`config.mk`:
```
export PLATFORM = sky130hd
export DESIGN_NAME = nmi_clint
export DESIGN_NICKNAME = d
export VERILOG_FILES = /design/src/rtl/nmi_clint_pkg.sv /design/src/rtl/nmi_clint_timer.sv /design/src/rtl/nmi_clint.sv
export SDC_FILE = /design/constraint.sdc
export NUM_CORES = 1
export LEC_CHECK = 0
export ABC_CLOCK_PERIOD_IN_PS = 13700
export BUFFER_PORTS_ARGS = -buffer_cell sky130_fd_sc_hd__buf_2
export CORE_ASPECT_RATIO = 0.6
export CORE_MARGIN = 5
export CORE_UTILIZATION = 55
export DETAILED_ROUTE_END_ITERATION = 8
export PLACE_DENSITY = 0.83
export RECOVER_POWER = 100
export SLEW_MARGIN = 20
export SYNTH_ARGS = -nofsm -noshare
export SYNTH_HDL_FRONTEND = slang
export SYNTH_SLANG_ARGS = --single-unit
```
`constraint.sdc`:
```
create_clock -name clk_i -period 13.7 [get_ports clk_i]
set_input_delay 2.74 -clock clk_i [delete_from_list [all_inputs] [get_ports clk_i]]
set_output_delay 2.74 -clock clk_i [all_outputs]
set_load 0.02 [all_outputs]
```
`src/rtl/nmi_clint_pkg.sv`:
```
// Shared register offsets and helpers for the nmi_clint machine-timer / software-interrupt block.
package nmi_clint_pkg;

  localparam logic [5:0] MSIP_OFS        = 6'h00;
  localparam logic [5:0] MTIMECMP_LO_OFS = 6'h08;
  localparam logic [5:0] MTIMECMP_HI_OFS = 6'h0C;
  localparam logic [5:0] MTIME_LO_OFS    = 6'h10;
  localparam logic [5:0] MTIME_HI_OFS    = 6'h14;
  localparam logic [5:0] PRESCALE_OFS    = 6'h18;
  localparam logic [5:0] CTRL_OFS        = 6'h1C;

  // Byte-lane merge of a bus write into the current register value.
  function automatic logic [31:0] merge32(input logic [31:0] old_val,
                                          input logic [31:0] wdata,
                                          input logic [3:0]  wstrb);
    logic [31:0] res;
    res = old_val;
    for (int i = 0; i < 4; i++) begin
      if (wstrb[i]) res[8*i +: 8] = wdata[8*i +: 8];
    end
    return res;
  endfunction

endpackage

```
`src/rtl/nmi_clint_timer.sv`:
```
// Prescaled 64-bit mtime counter with per-word write ports and registered mtime >= mtimecmp flag.
module nmi_clint_timer (
  input  logic        clk_i,
  input  logic        rst_i,
  input  logic        en_i,
  input  logic [15:0] prescale_i,
  input  logic        cnt_clr_i,
  input  logic        lo_we_i,
  input  logic        hi_we_i,
  input  logic [31:0] lo_wdata_i,
  input  logic [31:0] hi_wdata_i,
  input  logic [63:0] mtimecmp_i,
  output logic [63:0] mtime_o,
  output logic        timer_irq_o
);

  logic [15:0] cnt_q;
  logic [63:0] mtime_q;
  logic        irq_q;
  logic        tick;

  // A prescale write restarts the period, so no tick is taken on that edge.
  assign tick = en_i && !cnt_clr_i && (cnt_q == prescale_i);

  // NOTE: sequential state uses non-blocking assignments so every flop samples pre-edge values.
  always_ff @(posedge clk_i or posedge rst_i) begin
    if (rst_i) begin
      cnt_q <= '0;
    end else if (cnt_clr_i) begin
      cnt_q <= '0;
    end else if (en_i) begin
      cnt_q <= (cnt_q == prescale_i) ? 16'd0 : cnt_q + 16'd1;
    end
  end

  // Software writes beat the tick: the increment is dropped on a write edge.
  always_ff @(posedge clk_i or posedge rst_i) begin
    if (rst_i) begin
      mtime_q <= '0;
    end else if (lo_we_i || hi_we_i) begin
      if (lo_we_i) mtime_q[31:0]  <= lo_wdata_i;
      if (hi_we_i) mtime_q[63:32] <= hi_wdata_i;
    end else if (tick) begin
      mtime_q <= mtime_q + 64'd1;
    end
  end

  always_ff @(posedge clk_i or posedge rst_i) begin
    if (rst_i) irq_q <= 1'b0;
    else       irq_q <= (mtime_q >= mtimecmp_i);
  end

  assign mtime_o     = mtime_q;
  assign timer_irq_o = irq_q;

endmodule

```
`src/rtl/nmi_clint.sv`:
```
// CLINT-style timer and software-interrupt slave on the NMI bus; drives the core's soft and timer irqs.
module nmi_clint
  import nmi_clint_pkg::*;
#(
  parameter logic [31:0] BASE_ADDR    = 32'h0200_0000,
  parameter logic [15:0] PRESCALE_RST = 16'd0,
  parameter logic        EN_RST       = 1'b1
) (
  input  logic        clk_i,
  input  logic        rst_i,
  input  logic        nmi_valid_i,
  output logic        nmi_ready_o,
  input  logic [31:0] nmi_addr_i,
  input  logic [31:0] nmi_wdata_i,
  input  logic [3:0]  nmi_wstrb_i,
  output logic [31:0] nmi_rdata_o,
  output logic        soft_irq_o,
  output logic        timer_irq_o
);

  logic        ready_q;
  logic [31:0] rdata_q;
  logic        msip_q;
  logic        soft_q;
  logic        en_q;
  logic [15:0] prescale_q;
  logic [63:0] mtimecmp_q;
  logic [31:0] hi_shadow_q;
  logic [63:0] mtime;

  logic        hit;
  logic        accept;
  logic        is_wr;
  logic        wr_en;
  logic        rd_en;
  logic [5:0]  ofs;
  logic [31:0] cur_word;
  logic [31:0] rd_word;
  logic [31:0] wr_word;

  assign ofs    = nmi_addr_i[5:0];
  assign hit    = (nmi_addr_i[31:6] == BASE_ADDR[31:6]);
  assign accept = nmi_valid_i && hit && !ready_q;
  assign is_wr  = |nmi_wstrb_i;
  assign wr_en  = accept && is_wr;
  assign rd_en  = accept && !is_wr;

  // cur_word is the live register value (write-merge base); reads of MTIME_HI see the shadow instead.
  // NOTE: every always_comb output gets a default first so no latch can be inferred.
  always_comb begin
    cur_word = '0;
    case (ofs)
      MSIP_OFS:        cur_word = {31'd0, msip_q};
      MTIMECMP_LO_OFS: cur_word = mtimecmp_q[31:0];
      MTIMECMP_HI_OFS: cur_word = mtimecmp_q[63:32];
      MTIME_LO_OFS:    cur_word = mtime[31:0];
      MTIME_HI_OFS:    cur_word = mtime[63:32];
      PRESCALE_OFS:    cur_word = {16'd0, prescale_q};
      CTRL_OFS:        cur_word = {31'd0, en_q};
      default:         cur_word = '0;
    endcase
    rd_word = (ofs == MTIME_HI_OFS) ? hi_shadow_q : cur_word;
  end

  assign wr_word = merge32(cur_word, nmi_wdata_i, nmi_wstrb_i);

  // Single-outstanding handshake: ready is a one-cycle pulse, so valid is ignored while it is high.
  always_ff @(posedge clk_i or posedge rst_i) begin
    if (rst_i) begin
      ready_q     <= 1'b0;
      rdata_q     <= '0;
      hi_shadow_q <= '0;
    end else begin
      ready_q <= accept;
      rdata_q <= rd_en ? rd_word : 32'd0;
      if (rd_en && ofs == MTIME_LO_OFS) hi_shadow_q <= mtime[63:32];
    end
  end

  always_ff @(posedge clk_i or posedge rst_i) begin
    if (rst_i) begin
      msip_q     <= 1'b0;
      soft_q     <= 1'b0;
      en_q       <= EN_RST;
      prescale_q <= PRESCALE_RST;
      mtimecmp_q <= '1;
    end else begin
      soft_q <= msip_q;
      if (wr_en) begin
        case (ofs)
          MSIP_OFS:        msip_q            <= wr_word[0];
          MTIMECMP_LO_OFS: mtimecmp_q[31:0]  <= wr_word;
          MTIMECMP_HI_OFS: mtimecmp_q[63:32] <= wr_word;
          PRESCALE_OFS:    prescale_q        <= wr_word[15:0];
          CTRL_OFS:        en_q              <= wr_word[0];
          default: ;
        endcase
      end
    end
  end

  nmi_clint_timer u_timer (
    .clk_i       (clk_i),
    .rst_i       (rst_i),
    .en_i        (en_q),
    .prescale_i  (prescale_q),
    .cnt_clr_i   (wr_en && ofs == PRESCALE_OFS),
    .lo_we_i     (wr_en && ofs == MTIME_LO_OFS),
    .hi_we_i     (wr_en && ofs == MTIME_HI_OFS),
    .lo_wdata_i  (wr_word),
    .hi_wdata_i  (wr_word),
    .mtimecmp_i  (mtimecmp_q),
    .mtime_o     (mtime),
    .timer_irq_o (timer_irq_o)
  );

  assign nmi_ready_o = ready_q;
  assign nmi_rdata_o = rdata_q;
  assign soft_irq_o  = soft_q;

endmodule

```
==> flow_metrics.tcl <==
set metrics [dict create \
    final-hold-violation-count 0 \
    maxCapViolations 9 \
    setup.reg_to_reg.worst_slack_ns 9.23 \
    num_antenna_cells 0 \
    maxUsedRoutingLayer "met5" \
    avgSynthCellArea_um2 9.13 \
    die_width_um 217 \
    final.fill_count 2114 \
    final_max_slew_viol_count 432 \
    gpl.final_weighted_congestion 0.978 \
    dpl.hpwl_um 34600 \
    failing_checks "capacitance limit, slew limit" \
    tritoncts "done" \
    wl_met3_um 8440 \
    drt.antenna.violating_nets 0 \
    relSlewSlack -2.03 \
    floorplan.core_area_um2 25300 \
    timing.final.crit_share 0.634 \
    cts_post_setup_buffers_inserted 0 \
    clockRootBuffer "sky130_fd_sc_hd__clkbuf_16" \
    criticalPathCategory "input port to flip-flop" \
    startpoint_type "input port" \
    finalWorstPathRequiredPeriod_ns 8.68 \
    cts-buffers-inserted 23 \
    start_util 0.558 \
    port_buffers 105 \
    clk_pin_slew_worst_paths_ns 0.06 \
    num-nets-final 1729 \
    syn_nets 1683 \
    synthesis.area_um2 14100 \
    postSynth.topFlopCell "sky130_fd_sc_hd__dfrtp_1" \
    vdd_ir_max_uv 80.8 \
    synth-seq-cells 229 \
    yosys_warnings 0 \
    timing.critical_path.required_ns 14.14 \
    overflow 0 \
    clock_sink_count 229 \
    dr.first_iter.drc_count 2285 \
    grt_first_pass_wirelength_um 74100 \
    holdCritPathClass "flip-flop to flip-flop" \
    grt_setup_unrepaired "false" \
    route.met2.wl_um 19100 \
    wl_per_cell_um 24.9 \
    placement_rows 45 \
    route.detailed.drc 0 \
    setup-tns-final_ns 0 \
    postCtsResizedCells 0 \
    drt_wl_total_um 48200 \
    status "complete, but fails checks" \
    p_total_uw 1390 \
    wirelength_met1_um 19100 \
    yosysSeqAreaShare 0.412 \
    die_h_um 134 \
    power_leakage_uw 0.00646 \
    post_cts_hold_buffers 0 \
    critPathMaxFanout 55 \
    synthCells 1546 \
    layout-drive-gt1-share 0.160 \
    cellPowerDensity_nw_per_um2 90.0 \
    post_synth_num_cell_types 83 \
    clock_latency_ns 0.53 \
    detail_route.first_pass.iterations 6 \
    timing.final.setup_violations 0 \
    via_density_per_instance 7.11 \
    synthArstFlopShare 1.00 \
    cp-end-kind "flip-flop" \
    synth_enable_flop_cells 0 \
    number_of_antenna_violations_at_the_first_check_in_global_routing 2 \
    globalRouteTotalUtil 0.321 \
    area_delta_synth_final_pct 9.48 \
    vias_after_detailed_routing 13800 \
    fmax_mhz 115 \
    clockBufferDepth 3 \
    worstMarginPinSlew_ns 4.52 \
    arrival_time_reported_for_the_critical_path_endpoint_ns 9.13 \
    h_tree_level_count 1 \
    grt_start_max_net_pins 106 \
    die_area_um2 29100 \
    io_pins 106 \
    vias_in_the_first_global_route 12600 \
    clock-skew-final_ns 0.0142 \
]
[critical path, cell delays in order]
cell and delay (ns):
sky130_fd_sc_hd__clkbuf_1 1.36, sky130_fd_sc_hd__nor2b_1 0.77, sky130_fd_sc_hd__clkbuf_1 0.66, sky130_fd_sc_hd__and2_2 0.27
sky130_fd_sc_hd__clkbuf_1 2.01, sky130_fd_sc_hd__a21oi_1 0.23, sky130_fd_sc_hd__a32oi_1 0.59, sky130_fd_sc_hd__o21ai_0 0.20
sky130_fd_sc_hd__a2bb2oi_1 0.26
[sequential cells by signal, summed over array words and instances, names as in the netlist]
register / flops
u_timer.cnt_q: 16
prescale_q: 16
msip_q: 1
nmi_rdata_o: 32
nmi_ready_o: 1
mtimecmp_q: 64
hi_shadow_q: 32
en_q: 1
u_timer.timer_irq_o: 1
u_timer.mtime_o: 64
soft_irq_o: 1
[final cells by class]
cell class	count	area [um2]	area share
well taps	329	412	0.0267
repair buffers	126	607	0.0393
multi-input cells	1126	7540	0.488
clock inverters	4	48.8	0.00316
flip-flops and latches	229	5810	0.376
inverters	86	324	0.0210
clock buffers	38	702	0.0454
[synthesized netlist by cell type (18+ instances only)]
master,n,area share
sky130_fd_sc_hd__ha_1,66,0.059
sky130_fd_sc_hd__mux2_2,61,0.049
sky130_fd_sc_hd__a31oi_1,40,0.018
sky130_fd_sc_hd__inv_1,83,0.022
sky130_fd_sc_hd__nand2_1,176,0.047
sky130_fd_sc_hd__nand4_1,28,0.012
sky130_fd_sc_hd__and3_1,28,0.012
sky130_fd_sc_hd__nor3_1,44,0.016
sky130_fd_sc_hd__nor4_1,23,0.010
sky130_fd_sc_hd__nor2_1,48,0.013
sky130_fd_sc_hd__o21ai_0,111,0.039
sky130_fd_sc_hd__a2bb2oi_1,21,0.013
sky130_fd_sc_hd__o2bb2ai_1,18,0.011
sky130_fd_sc_hd__nand3_1,50,0.018
sky130_fd_sc_hd__dfrtp_1,164,0.29
sky130_fd_sc_hd__a21oi_1,92,0.033
sky130_fd_sc_hd__a22oi_1,31,0.016
sky130_fd_sc_hd__dfstp_2,65,0.12
sky130_fd_sc_hd__buf_2,19,0.0067
sky130_fd_sc_hd__o22ai_1,23,0.010
sky130_fd_sc_hd__clkbuf_1,74,0.020
[path summary, 6_finish.rpt]
| check | from | end | depth (start not counted) |
|---|---|---|---|
| max | nmi_addr_i[4] | u_timer.mtime_o[2]$_DFFE_PP0P_ | 9 |
| min | msip_q$_DFFE_PP0P_ | soft_irq_o$_DFF_PP0_ | 0 |
| max reg2reg | nmi_ready_o$_DFF_PP0_ | hi_shadow_q[19]$_DFFE_PP0P_ | 8 |
| min reg2reg | msip_q$_DFFE_PP0P_ | soft_irq_o$_DFF_PP0_ | 0 |
| max in group asynchronous | rst_i | hi_shadow_q[25]$_DFFE_PP0P_ | 4 |
| min in group asynchronous | rst_i | nmi_rdata_o[15]$_DFF_PP0_ | 2 |
[power breakdown]
group	leakage, uW	switching [uW]	total [uW]	internal, uW
registers	0.00286	0.00000428	677	677
logic	0.00323	52.2	70.8	18.6
clock network	0.000370	274	641	368
[per-stage QoR]
stage	hold slack, ns	instances	setup slack, ns	area (um2)	utilization
5_1_grt	0.439	1938	4.73	15400	0.611
3_3_place_gp	0.393	1896	7.23	14800	0.584
6_report	0.417	1938	5.02	15400	0.611
3_5_place_dp	0.401	1896	7.08	14800	0.584
4_1_cts	0.415	1938	7.61	15500	0.614
2_1_floorplan	0.373	1546	4.79	14100	-
[placed cells by master (no fill, tap or decap), types with 13 or more instances in the layout]
| master | instances |
|---|---|
| sky130_fd_sc_hd__nand2_1 | 176 |
| sky130_fd_sc_hd__dfrtp_1 | 164 |
| sky130_fd_sc_hd__o21ai_0 | 116 |
| sky130_fd_sc_hd__a21oi_1 | 92 |
| sky130_fd_sc_hd__inv_1 | 82 |
| sky130_fd_sc_hd__buf_2 | 68 |
| sky130_fd_sc_hd__ha_1 | 66 |
| sky130_fd_sc_hd__dfstp_2 | 64 |
| sky130_fd_sc_hd__mux2_2 | 61 |
| sky130_fd_sc_hd__clkbuf_1 | 53 |
| sky130_fd_sc_hd__nand3_1 | 50 |
| sky130_fd_sc_hd__nor2_1 | 47 |
| sky130_fd_sc_hd__nor3_1 | 44 |
| sky130_fd_sc_hd__a31oi_1 | 40 |
| sky130_fd_sc_hd__a22oi_1 | 31 |
| sky130_fd_sc_hd__nand4_1 | 28 |
| sky130_fd_sc_hd__and3_1 | 28 |
| sky130_fd_sc_hd__o22ai_1 | 23 |
| sky130_fd_sc_hd__clkbuf_16 | 23 |
| sky130_fd_sc_hd__nor4_1 | 21 |
| sky130_fd_sc_hd__a2bb2oi_1 | 21 |
| sky130_fd_sc_hd__o2bb2ai_1 | 18 |
| sky130_fd_sc_hd__xor2_1 | 16 |
| sky130_fd_sc_hd__mux2i_1 | 15 |
| sky130_fd_sc_hd__a221oi_1 | 14 |
| sky130_fd_sc_hd__a21o_1 | 13 |
| sky130_fd_sc_hd__a22o_1 | 13 |
| sky130_fd_sc_hd__buf_4 | 13 |
[logic make-up (layout without fill, tap and decap cells)]
logic type / after synthesis / in the layout / synth area share
AO/OA/AOI/OAI: 492 / 492 / 0.234
flip-flops: 229 / 229 / 0.412
multiplexers: 77 / 77 / 0.0601
XOR/XNOR: 16 / 16 / 0.00993
buffers and inverters: 191 / 254 / 0.0562
AND/OR/NAND/NOR: 475 / 475 / 0.169
adder cells (fa/ha/maj): 66 / 66 / 0.0585
[metal layers]
metal / vias up / global-route usage
li1: 5905 / -
met1: 6567 / 0.477
met2: 1150 / 0.445
met3: 161 / 0.118
met4: 4 / 0.0787
met5: - / 0
Power figures use the tool's default switching activity.
